<file path="src/rtl/wicons_adc_stream_rx.sv">
// Receiver for the W_ICONS serial recording stream: synchronizes CLK_REC/ADC_EN/ADC data,
// deserializes one word per ADC per frame and hands channel-tagged words out on valid/ready.
module wicons_adc_stream_rx #(
  parameter int ADC_RES_W      = 10,
  parameter int N_CH_PER_ADC_W = 5
) (
  input  logic                      clk_i,
  input  logic                      reset_n_i,
  input  logic                      en_i,
  input  logic                      clk_rec_i,
  input  logic                      adc_en_i,
  input  logic                      adc1_dat_i,
  input  logic                      adc2_dat_i,
  output logic                      smp_valid_o,
  input  logic                      smp_ready_i,
  output logic [N_CH_PER_ADC_W:0]   smp_ch_o,
  output logic [ADC_RES_W-1:0]      smp_data_o,
  output logic                      err_frame_o,
  output logic                      err_ovf_o,
  input  logic                      err_clr_i
);

  localparam int BC_W = $clog2(ADC_RES_W + 1);
  localparam logic [BC_W-1:0] BC_FULL = BC_W'(ADC_RES_W);

  typedef enum logic [1:0] {F_IDLE, F_SHIFT, F_GAP} fstate_t;
  typedef enum logic [1:0] {O_EMPTY, O_OUT1, O_OUT2} ostate_t;

  // bit 0: CLK_REC, bit 1: ADC_EN, bit 2: ADC1_OUT, bit 3: ADC2_OUT
  logic [3:0] r_sync_s1;
  logic [3:0] r_sync_s2;
  logic       r_rec_q;

  fstate_t                    r_fst;
  logic [BC_W-1:0]            r_bitcnt;
  logic [ADC_RES_W-1:0]       r_sh1;
  logic [ADC_RES_W-1:0]       r_sh2;
  logic [N_CH_PER_ADC_W-1:0]  r_ch_cnt;

  ostate_t                    r_ost;
  logic                       r_valid;
  logic [N_CH_PER_ADC_W:0]    r_ch_out;
  logic [ADC_RES_W-1:0]       r_data_out;
  logic [N_CH_PER_ADC_W-1:0]  r_hold2_ch;
  logic [ADC_RES_W-1:0]       r_hold2_data;

  logic r_err_frame;
  logic r_err_ovf;

  logic w_rise;
  logic w_act;
  logic w_en;
  logic w_d1;
  logic w_d2;
  logic w_full;
  logic w_done;
  logic w_bad;
  logic w_hs;
  logic w_accept;
  logic w_drop;

  always_ff @(posedge clk_i or negedge reset_n_i) begin
    if (!reset_n_i) begin
      r_sync_s1 <= '0;
      r_sync_s2 <= '0;
      r_rec_q   <= 1'b0;
    end else begin
      r_sync_s1 <= {adc2_dat_i, adc1_dat_i, adc_en_i, clk_rec_i};
      r_sync_s2 <= r_sync_s1;
      r_rec_q   <= r_sync_s2[0];
    end
  end

  assign w_rise = r_sync_s2[0] & ~r_rec_q;
  assign w_act  = w_rise & en_i;
  assign w_en   = r_sync_s2[1];
  assign w_d1   = r_sync_s2[2];
  assign w_d2   = r_sync_s2[3];
  assign w_full = (r_bitcnt == BC_FULL);

  assign w_done   = w_act & (r_fst == F_SHIFT) & ~w_en & w_full;
  // Too many bits (EN still high after a full word) or too few (EN dropped early).
  assign w_bad    = w_act & (r_fst == F_SHIFT) & (w_en ? w_full : ~w_full);
  assign w_hs     = r_valid & smp_ready_i;
  assign w_accept = w_done & ((r_ost == O_EMPTY) | ((r_ost == O_OUT2) & w_hs));
  assign w_drop   = w_done & ~w_accept;

  always_ff @(posedge clk_i or negedge reset_n_i) begin
    if (!reset_n_i) begin
      r_fst    <= F_IDLE;
      r_bitcnt <= '0;
      r_sh1    <= '0;
      r_sh2    <= '0;
      r_ch_cnt <= '0;
    end else if (!en_i) begin
      r_fst    <= F_IDLE;
      r_bitcnt <= '0;
      r_ch_cnt <= '0;
    end else if (w_rise) begin
      case (r_fst)
        F_IDLE: begin
          if (w_en) begin
            r_sh1    <= {{(ADC_RES_W-1){1'b0}}, w_d1};
            r_sh2    <= {{(ADC_RES_W-1){1'b0}}, w_d2};
            r_bitcnt <= BC_W'(1);
            r_fst    <= F_SHIFT;
          end
        end
        F_SHIFT: begin
          if (w_en) begin
            if (!w_full) begin
              r_sh1    <= {r_sh1[ADC_RES_W-2:0], w_d1};
              r_sh2    <= {r_sh2[ADC_RES_W-2:0], w_d2};
              r_bitcnt <= r_bitcnt + BC_W'(1);
            end else begin
              r_fst <= F_GAP;
            end
          end else begin
            // Good, short or dropped frames all consume one channel slot.
            r_ch_cnt <= r_ch_cnt + N_CH_PER_ADC_W'(1);
            r_fst    <= F_IDLE;
          end
        end
        F_GAP: begin
          if (!w_en) begin
            r_ch_cnt <= r_ch_cnt + N_CH_PER_ADC_W'(1);
            r_fst    <= F_IDLE;
          end
        end
        default: r_fst <= F_IDLE;
      endcase
    end
  end

  always_ff @(posedge clk_i or negedge reset_n_i) begin
    if (!reset_n_i) begin
      r_ost        <= O_EMPTY;
      r_valid      <= 1'b0;
      r_ch_out     <= '0;
      r_data_out   <= '0;
      r_hold2_ch   <= '0;
      r_hold2_data <= '0;
    end else begin
      case (r_ost)
        O_EMPTY: begin
          if (w_accept) begin
            r_valid      <= 1'b1;
            r_ch_out     <= {1'b0, r_ch_cnt};
            r_data_out   <= r_sh1;
            r_hold2_ch   <= r_ch_cnt;
            r_hold2_data <= r_sh2;
            r_ost        <= O_OUT1;
          end
        end
        O_OUT1: begin
          if (w_hs) begin
            r_ch_out   <= {1'b1, r_hold2_ch};
            r_data_out <= r_hold2_data;
            r_ost      <= O_OUT2;
          end
        end
        O_OUT2: begin
          // A frame finishing on the last handshake goes straight out without a bubble.
          if (w_accept) begin
            r_valid      <= 1'b1;
            r_ch_out     <= {1'b0, r_ch_cnt};
            r_data_out   <= r_sh1;
            r_hold2_ch   <= r_ch_cnt;
            r_hold2_data <= r_sh2;
            r_ost        <= O_OUT1;
          end else if (w_hs) begin
            r_valid <= 1'b0;
            r_ost   <= O_EMPTY;
          end
        end
        default: begin
          r_valid <= 1'b0;
          r_ost   <= O_EMPTY;
        end
      endcase
    end
  end

  always_ff @(posedge clk_i or negedge reset_n_i) begin
    if (!reset_n_i) begin
      r_err_frame <= 1'b0;
      r_err_ovf   <= 1'b0;
    end else begin
      if (w_bad)          r_err_frame <= 1'b1;
      else if (err_clr_i) r_err_frame <= 1'b0;
      if (w_drop)         r_err_ovf   <= 1'b1;
      else if (err_clr_i) r_err_ovf   <= 1'b0;
    end
  end

  assign smp_valid_o = r_valid;
  assign smp_ch_o    = r_ch_out;
  assign smp_data_o  = r_data_out;
  assign err_frame_o = r_err_frame;
  assign err_ovf_o   = r_err_ovf;

endmodule

</file>
<file path="config.mk">
export PLATFORM = sky130hd
export DESIGN_NAME = wicons_adc_stream_rx
export DESIGN_NICKNAME = d
export VERILOG_FILES = /design/src/rtl/wicons_adc_stream_rx.sv
export SDC_FILE = /design/constraint.sdc
export NUM_CORES = 1
export LEC_CHECK = 0
export CORE_ASPECT_RATIO = 1.4
export CORE_UTILIZATION = 59
export DETAILED_ROUTE_END_ITERATION = 8
export PLACE_DENSITY = 0.91
export REMOVE_ABC_BUFFERS = 1
export SLEW_MARGIN = 10
export SYNTH_ARGS = -nofsm -noshare
export SYNTH_HDL_FRONTEND = slang
export SYNTH_SLANG_ARGS = --single-unit
export TNS_END_PERCENT = 5
</file>
<file path="constraint.sdc">
create_clock -name clk_i -period 6.2 [get_ports clk_i]
set_input_delay 0.62 -clock clk_i [delete_from_list [all_inputs] [get_ports clk_i]]
set_output_delay 0.62 -clock clk_i [all_outputs]
set_load 0.03 [all_outputs]
</file>
### Word-level counts from Yosys, hierarchy flattened

Cells that the tools add are included.
Widths: inputs -> output; s select.

| word-level totals | value |
|---|---|
| word-level logic and storage cells | 115 |
| flip-flop bits (word level) | 76 |
| input port bits | 9 |
| output and inout bits | 19 |

| operators by class | value |
|---|---|
| add/subtract/negate cells | 2 |
| reduce and logical (&&, ||, !) cells | 16 |
| equal/unequal tests | 21 |
| muxes and demuxes | 44 |
| bitwise logic cells | 16 |

Operator list:

| operator | number |
|---|---|
| $mux 10 | 8 |
| $pmux 10 s2 | 3 |
| $mux 2 | 10 |
| $mux 4 | 5 |
| $mux 5 | 4 |
| $ne 3x3->1 const B | 5 |
| $ne 2x2->1 const B | 7 |
| $mux 6 | 2 |
| $pmux 2 s3 | 2 |
| $pmux 6 s2 | 1 |
| $reduce_and 3->1 | 4 |
| $and 1x1->1 | 10 |
| $pmux 4 s2 | 1 |
| $reduce_bool 2->1 | 4 |
| $mux 1 | 7 |
| $reduce_and 6->1 | 1 |
| $add 5x1->5 const B | 1 |
| $not 1->1 | 5 |
| $reduce_and 5->1 | 1 |
| $add 4x1->4 const B | 1 |
| $eq 2x1->1 const B | 2 |
| $eq 2x2->1 const B | 2 |
| $eq 4x4->1 const B | 1 |
| $logic_not 2->1 | 2 |
| 8 further kinds | 10 |

### Logic depth before layout (Yosys ltp)

Gate-level depths: netlist of the first run.

| depth | value |
|---|---|
| depth in word-level cells | 10 |
| depth in mapped cells | 9 |
| mapped depth without buffers | 6 |

### Worst setup path before layout of the first run

OpenSTA, ideal clock, no wires.

| path | value |
|---|---|
| path type | input to register |
| from | input en_i |
| to | register r_ch_out[0] (netlist: smp_ch_o[0]) |
| required time | 6.075 ns |
| buffers on the path | 3 |
| stages on the path | 7 |
| data arrival time | 2.121 ns |
| path slack | 3.954 ns |
| setup time | 0.125 ns |
| cells stage by stage | buf_2 nand4b_2 or3_1 buf_2 o21ai_2 buf_4 mux2_2 |

| between the ends | value |
|---|---|
| cells in the longest elaborated chain, start to end | 7 |

RTL lines:

| item | line | RTL |
|---|---|---|
| from (decl) | 9 | `input logic en_i,` |
| $and 1x1->1 | 75 | `assign w_act = w_rise & en_i;` |
| $and 1x1->1 (3 in a row) | 81 | `assign w_done = w_act & (r_fst == F_SHIFT) & ~w_en & w_full;` |
| $and 1x1->1 | 85 | `assign w_accept = w_done & ((r_ost == O_EMPTY) \| ((r_ost == O_OUT2) & w_hs));` |
| $ne 2x1->1 (no line) | -- |  |
| $reduce_and 3->1 (no line) | -- |  |
| to (signal assigned) | 148 | `r_ch_out <= {1'b0, r_ch_cnt};` |
| to (signal assigned) | 157 | `r_ch_out <= {1'b1, r_hold2_ch};` |
| to (signal assigned) | 166 | `r_ch_out <= {1'b0, r_ch_cnt};` |
| to (decl) | 42 | `logic [N_CH_PER_ADC_W:0] r_ch_out;` |

No other way between the ends.
A chain may end at the register's enable or synchronous reset.

### Worst setup path after layout of the first run

| path | value |
|---|---|
| from | input en_i |
| to | register r_data_out[0] (netlist: smp_data_o[0]) |

| between the ends | value |
|---|---|
| cells in the longest elaborated chain, start to end | 7 |

RTL lines:

| item | line | RTL |
|---|---|---|
| $and 1x1->1 | 75 |  |
| $and 1x1->1 (3 in a row) | 81 |  |
| $and 1x1->1 | 85 |  |
| $ne 2x1->1 (no line) | -- |  |
| $reduce_and 3->1 (no line) | -- |  |
| to (signal assigned) | 149 | `r_data_out <= r_sh1;` |
| to (signal assigned) | 158 | `r_data_out <= r_hold2_data;` |
| to (signal assigned) | 167 | `r_data_out <= r_sh1;` |
| to (decl) | 43 | `logic [ADC_RES_W-1:0] r_data_out;` |

No other way between the ends.

==> metrics, run 1 <==
post-synth cell types=43; total setup buffers inserted after CTS=0; clock network fraction of design power=0.429; ANT cells=0; share of layout cells above drive strength 1=0.256; post-DP HPWL=3440 µm; Clock Skews=just over 9 ps; vias=between 1,500 and 2,000; unrepaired setup endpoints after global routing=false; core box area=5240 µm²; Clock Path Buffers=2; number of setup violations in the final report=0; area of the multi-input gates=1240 µm²; fin crit share=0.448; Total GRT Usage=0.201; number of global-route vias before repair=1,907; Avg WL per Cell=15.6 µm; register area share after synthesis=0.584; clock latency on the worst-skew pair=330 ps; most area-hungry cell type in the Yosys netlist=dfrtp_1; sw frac=0.208; Power Internal=756 µW; Die Y=89.9 µm; Clock transition at path regs=70 ps; htree depth=3; Non-Filler Instances=332; FMAX=about 360 MHz; final wirelength=5190 µm; Yosys top cell area share=0.584; Max Fanout on Critical Path=15; Hold Buf Count CTS=0; Fin Setup TNS=0 ps; Cells after Synth=around 240; CP cell instances=clkdlybuf4s50_1 > nand4b_2 > or3_1 > o21ai_2 > mux2_2; Finished Core Util=0.717; storage element area=1900 µm²; critical path type=in2reg; worst slew pin tran=~920 ps; grt ovf=0; Yosys reg bits=between 70 and 80; Fin. Hold Viols=0; main area contributors after synthesis=dfrtp_1 (58%), mux2_2 (13%), a22o_1 (4.8%), mux2_4 (4.2%), ha_1 (2.3%); die width=64.8 µm; Detail Route Antenna Nets=0; largest net degree at the start of global routing=between 70 and 80; initial antenna violation count=0; Worst setup EP type=flop; Slew Viols, Final=0; syn avg cell area=13.9 µm²; Sw Pwr=around 200 µW; post-DR vias/cell=about 5.8; Static Leak=1.88 nW; Area growth syn-to-layout=15.3%; Num CTS Buffers=9; post-cts sizing count=0; Starting Density=0.622; worst path arrival time=2990 ps; top-count cell post-synth=dfrtp_1; DRC=0; root buf cell=clkbuf_8; CTS tree=built; yosys warns=0; Main synth FF type=dfrtp_1; io pins=28; GPL Wtd Cong=~0.89; slowest stage delay, CP=730 ps; max cap viols=0; fillers=375; I/O Buffers=27; minimum clock period after layout=2780 ps; Startpoint Class=input pin; status=finished, final reports clean; initial drt markers=slightly above 100; power per cell area=about 250 nW/µm²; Critical Path RT=6410 ps; Sinks on Clock Net=76; Post-layout nets=~280; drt pass-1 iters=4; sequential share of power=0.535; Comb power frac=0.036; Slew Limit Headroom=0.390; maximum vdd ir drop=approximately 0.16 mV; placed cell count=316; asr flop ratio synth=1.00; Commonest cells post-synth=dfrtp_1 (76), mux2_2 (38), a22o_1 (18); CP max-delay cell=o21ai_2; worst min path class=reg2reg; Site Rows=31; synthesized cell area=3260 µm²; Post-synth EDFFs=0; die area=5820 µm²; first-pass GRT wire length=8990 µm
registers in the layout, summed over array words and instances, names as in the netlist:
register / count
err_ovf_o: 1
smp_valid_o: 1
r_ost: 2
r_sh2: 10
r_bitcnt: 4
r_sh1: 10
err_frame_o: 1
r_sync_s2: 4
smp_ch_o: 6
smp_data_o: 10
r_rec_q: 1
r_hold2_data: 10
r_sync_s1: 4
r_fst: 2
r_ch_cnt: 5
r_hold2_ch: 5
per-stage QoR:
stage / hold slack [ps] / setup WS [ps] / total power, mW / area, µm²
global route: 361 / 3280 / 0.992 / 3750
finish: 351 / 3420 / 0.954 / 3750
detailed placement: 337 / 3060 / 0.556 / 3530
floorplan: 324 / 3960 / 0.535 / 3180
global placement: 333 / 3160 / 0.554 / 3530
CTS: 355 / 3400 / 0.965 / 3750
power by group through the flow:
stage                     Clock [mW]  Sequential [mW]  Combinational, mW
after floorplan                    0            0.518             0.0165
after global placement             0            0.519             0.0345
after detailed placement           0            0.520             0.0357
after CTS                      0.419            0.510             0.0358
after global routing           0.441            0.511             0.0392
final                          0.409            0.510             0.0347
layout by cell type, fill, tap and decap left out, types with 2 or more instances in the layout:
cell,count
mux2_2,38
mux2i_1,2
a22o_1,18
nand4_1,5
nand3_1,2
o21ai_0,6
a21o_1,2
nand2_1,10
xnor2_1,2
inv_1,9
bufinv_16,2
a21oi_1,3
clkdlybuf4s50_1,26
o22ai_1,2
nor2_1,6
clkbuf_8,10
ha_1,6
xor2_1,3
clkinv_2,2
a211o_1,2
mux2_4,9
nand3b_1,3
or4_1,2
dfrtp_1,76
final timing paths:
kind / startpoint / endpoint / slack [ps] / depth (start not counted)
setup / recovery: en_i / smp_data_o[0] / 3420 / 5
hold / removal: r_sync_s1[2] / r_sync_s2[2] / 350 / 0
max in group asynchronous: reset_n_i / r_ch_cnt[3] / 5200 / 1
min in group asynchronous: reset_n_i / r_bitcnt[3] / 420 / 1
hold reg to reg: r_sync_s1[2] / r_sync_s2[2] / 350 / 0
setup reg to reg: r_fst[1] / smp_data_o[0] / 3520 / 6
cell families (layout without fill, tap and decap cells):
family	Yosys count	count (layout)	synth area share
AOI/OAI and AO/OA	39	39	0.0911
adders and majority gates	6	6	0.0231
DFF	76	76	0.584
buffers and inverters	21	52	0.0334
and+or+nand+nor	39	39	0.0757
xor gates and xnor gates	5	5	0.0135
muxes	49	49	0.179
per-layer routing:
metal,GRT usage,vias to the layer above,part of all wire
li1,-,902,-
met1,0.263,985,0.43
met2,0.326,27,0.53
met3,0.0343,8,0.021
met4,0.0889,0,0.018
met5,0,-,0
final cells by class:
type | count | share of cell area
flip-flops and latches | 76 | 0.506
clock buffers | 10 | 0.0367
inverters | 9 | 0.00900
repair buffers | 27 | 0.0713
clock inverters | 6 | 0.0230
well taps | 66 | 0.0220
multi-input cells | 138 | 0.332
worst max-delay path: cells and delay by family:
| kind | cells | cell delay (ps) |
|---|---|---|
| multiplexers | 1 | 430 |
| AO/OA/AOI/OAI | 1 | 730 |
| buffers and inverters | 1 | 610 |
| AND/OR/NAND/NOR | 2 | 600 |
No activity file was read; power rests on OpenSTA's default activity.
==> run 2: changes to the inputs <==
- CORE_UTILIZATION: 59 -> 51
- PLACE_DENSITY: 0.91 -> 0.85
- clock period: 6.2 -> 2.5 ns (I/O delays scaled with it)
==> run 2 against run 1 <==
Net effect: the flow now finishes with violations (DRC); global-route usage down 2.6 points; power up 140%; sequential power increased by 150%; flip-flop and latch count did not move; clock-buffer cell count decreased by 1; non-clock buffer count rose by 6; critical path depth up 2; via count increased by 0.94%; hold slack got worse by 330 ps; die area increased by 15%; critical path type is now reg2reg.
==> metrics, run 2 (synthesis gave the netlist of run 1 again) <==
storage element area=1900 µm² (unchanged); worst path arrival time=2520 ps (was 2990 ps); Power Internal=1.74 mW (was 756 µW); htree depth=3 (unchanged); Die Y=96.5 µm (was 89.9 µm); number of global-route vias before repair=1,890 (was 1,907); Num CTS Buffers=9 (unchanged); unrepaired setup endpoints after global routing=false (unchanged); most frequent cells in the layout=dfrtp_1 (76), mux2_2 (38), clkdlybuf4s50_1 (26) (unchanged); post-DP HPWL=3570 µm (was 3440 µm); clock latency on the worst-skew pair=350 ps (was 330 ps); Post-layout nets=282 (was 276); final worst slack=214 ps (was 3420 ps); worst min path class=in2async (was reg2reg); power per cell area=598 nW/µm² (was 254 nW/µm²); Sw Pwr=512 µW (was 198 µW); critical path type=reg2reg (was in2reg); Slew Viols, Final=0 (unchanged); CP max-delay cell=dfrtp_1 (was o21ai_2); vias=1,940 (was 1,922); first-pass GRT wire length=8980 µm (was 8990 µm); Hold Buf Count CTS=0 (unchanged); Fin Setup TNS=0 ps (unchanged); fin crit share=0.914; final wirelength=5490 µm (was 5190 µm); maximum vdd ir drop=0.445 mV (was 0.158 mV); sw frac=0.227 (was 0.208); sequential share of power=0.561 (was 0.535); Slew Limit Headroom=0.394 (was 0.390); max cap viols=0 (unchanged); DRC=1 (was 0); post-DR vias/cell=5.66 (was 5.79); Site Rows=34 (was 31); fillers=457 (was 375); Fin. Hold Viols=0 (unchanged); Sinks on Clock Net=76 (unchanged); root buf cell=clkbuf_8 (unchanged); violated checks=DRC; Clock Skews=7.96 ps (was 9.27 ps); Comb power frac=0.039 (was 0.036); Finished Core Util=0.612 (was 0.717); Max Fanout on Critical Path=16 (was 15); worst slew pin tran=909 ps (was 916 ps); Detail Route Antenna Nets=0 (unchanged); Clock transition at path regs=80 ps (was 70 ps); Startpoint Class=flop (was input pin); die area=6710 µm² (was 5820 µm²); number of setup violations in the final report=0 (unchanged); area of the multi-input gates=1250 µm² (was 1240 µm²); initial antenna violation count=0 (unchanged); GPL Wtd Cong=0.785 (was 0.893); ANT cells=0 (unchanged); largest net degree at the start of global routing=77 (unchanged); die width=69.5 µm (was 64.8 µm); io pins=28 (unchanged); slowest stage delay, CP=430 ps (was 730 ps); Total GRT Usage=0.176 (was 0.201); Static Leak=1.89 nW (was 1.88 nW); post-placement setup slack=185 ps (was 3060 ps); grt ovf=0 (unchanged); CP cell instances=inv_1 > ha_2 > nand4b_2 > or3_1 > or2_1 > buf_4 > mux2_4 (was clkdlybuf4s50_1 > nand4b_2 > or3_1 > o21ai_2 > mux2_2); Starting Density=0.528 (was 0.622); share of layout cells above drive strength 1=0.273 (was 0.256); status=finished with violations (was finished, final reports clean); Area growth syn-to-layout=15.9% (was 15.3%); Worst setup EP type=flop (unchanged); clock network fraction of design power=0.400 (was 0.429); most common cell after layout, fill and taps aside=dfrtp_1 (unchanged); CTS tree=built (unchanged); core box area=6170 µm² (was 5240 µm²); Avg WL per Cell=16.0 µm (was 15.6 µm); Clock Path Buffers=2 (unchanged); initial drt markers=164 (was 102); minimum clock period after layout=~2300 ps; I/O Buffers=27 (unchanged); Post-Layout Inst Area=3770 µm² (was 3750 µm²); Critical Path RT=2730 ps (was 6410 ps); dpl cell area=3580 µm² (was 3530 µm²); drt pass-1 iters=6 (was 4); FMAX=437 MHz
-- run 2: cell types whose count changed in the layout (fill, tap and decap cells not counted), sizes merged --
cell / previous run / this run
clkbuf: 10 / 9
clkinv: 2 / 3
buf: 1 / 7
bufinv: 2 / 1
-- run 2: what timing repair did --
action / in CTS / in global routing
setup endpoints to repair: 0 / 2
resized for setup: 0 / 1
setup buffers: 0 / 0
-- run 2: area by class of cell --
class | count | area share
Clock inverter | 6 | 0.0172
Inverter | 9 | 0.00895
Sequential cell | 76 | 0.504
Timing Repair Buffer | 33 | 0.0829
Tap cell | 72 | 0.0239
Multi-Input combinational cell | 138 | 0.330
Clock buffer | 9 | 0.0328
-- run 2: power by group through the flow --
stage | clock network, mW | logic [mW] | registers [mW]
floorplan | 0 | 0.0409 | 1.29
global placement | 0 | 0.0881 | 1.29
detailed placement | 0 | 0.0908 | 1.29
CTS | 0.927 | 0.0910 | 1.26
global route | 0.972 | 0.101 | 1.27
finish | 0.902 | 0.0882 | 1.26
-- run 2: worst paths after layout --
check	from	end	slack, ps	cells after the start
min	reset_n_i	smp_data_o[9]	20	1
max in group asynchronous	reset_n_i	r_sync_s1[0]	1880	1
max	r_fst[1]	r_hold2_ch[0]	210	7
max reg2reg	r_fst[1]	r_hold2_ch[0]	210	7
min in group clk_i	adc2_dat_i	r_sync_s1[3]	340	1
min reg2reg	r_sync_s1[1]	r_sync_s2[1]	350	0
-- run 2: through the flow --
step | hold slack, ps | total power, mW | std cells
after floorplan | -45.6 | 1.33 | 223
after global placement | 333 | 1.38 | 328
after detailed placement | 338 | 1.38 | 328
after CTS | 67.6 | 2.28 | 343
after global routing | 107 | 2.34 | 343
final | 20.8 | 2.26 | 343
-- run 2: per-layer routing --
metal	share of wire	GRT usage	vias up
met1	0.44	0.217	984
met2	0.52	0.297	31
met3	0.025	0.0342	9
li1	-	-	916
met4	0.018	0.0867	0
met5	0	0	-
-- run 2: critical path, delay by kind of cell (launching register included) --
kind / cells / cell delay [ps]
multiplexers: 1 / 320
adder cells (fa/ha/maj): 1 / 260
buffers and inverters: 2 / 320
flip-flops: 1 / 430
AND/OR/NAND/NOR: 3 / 850
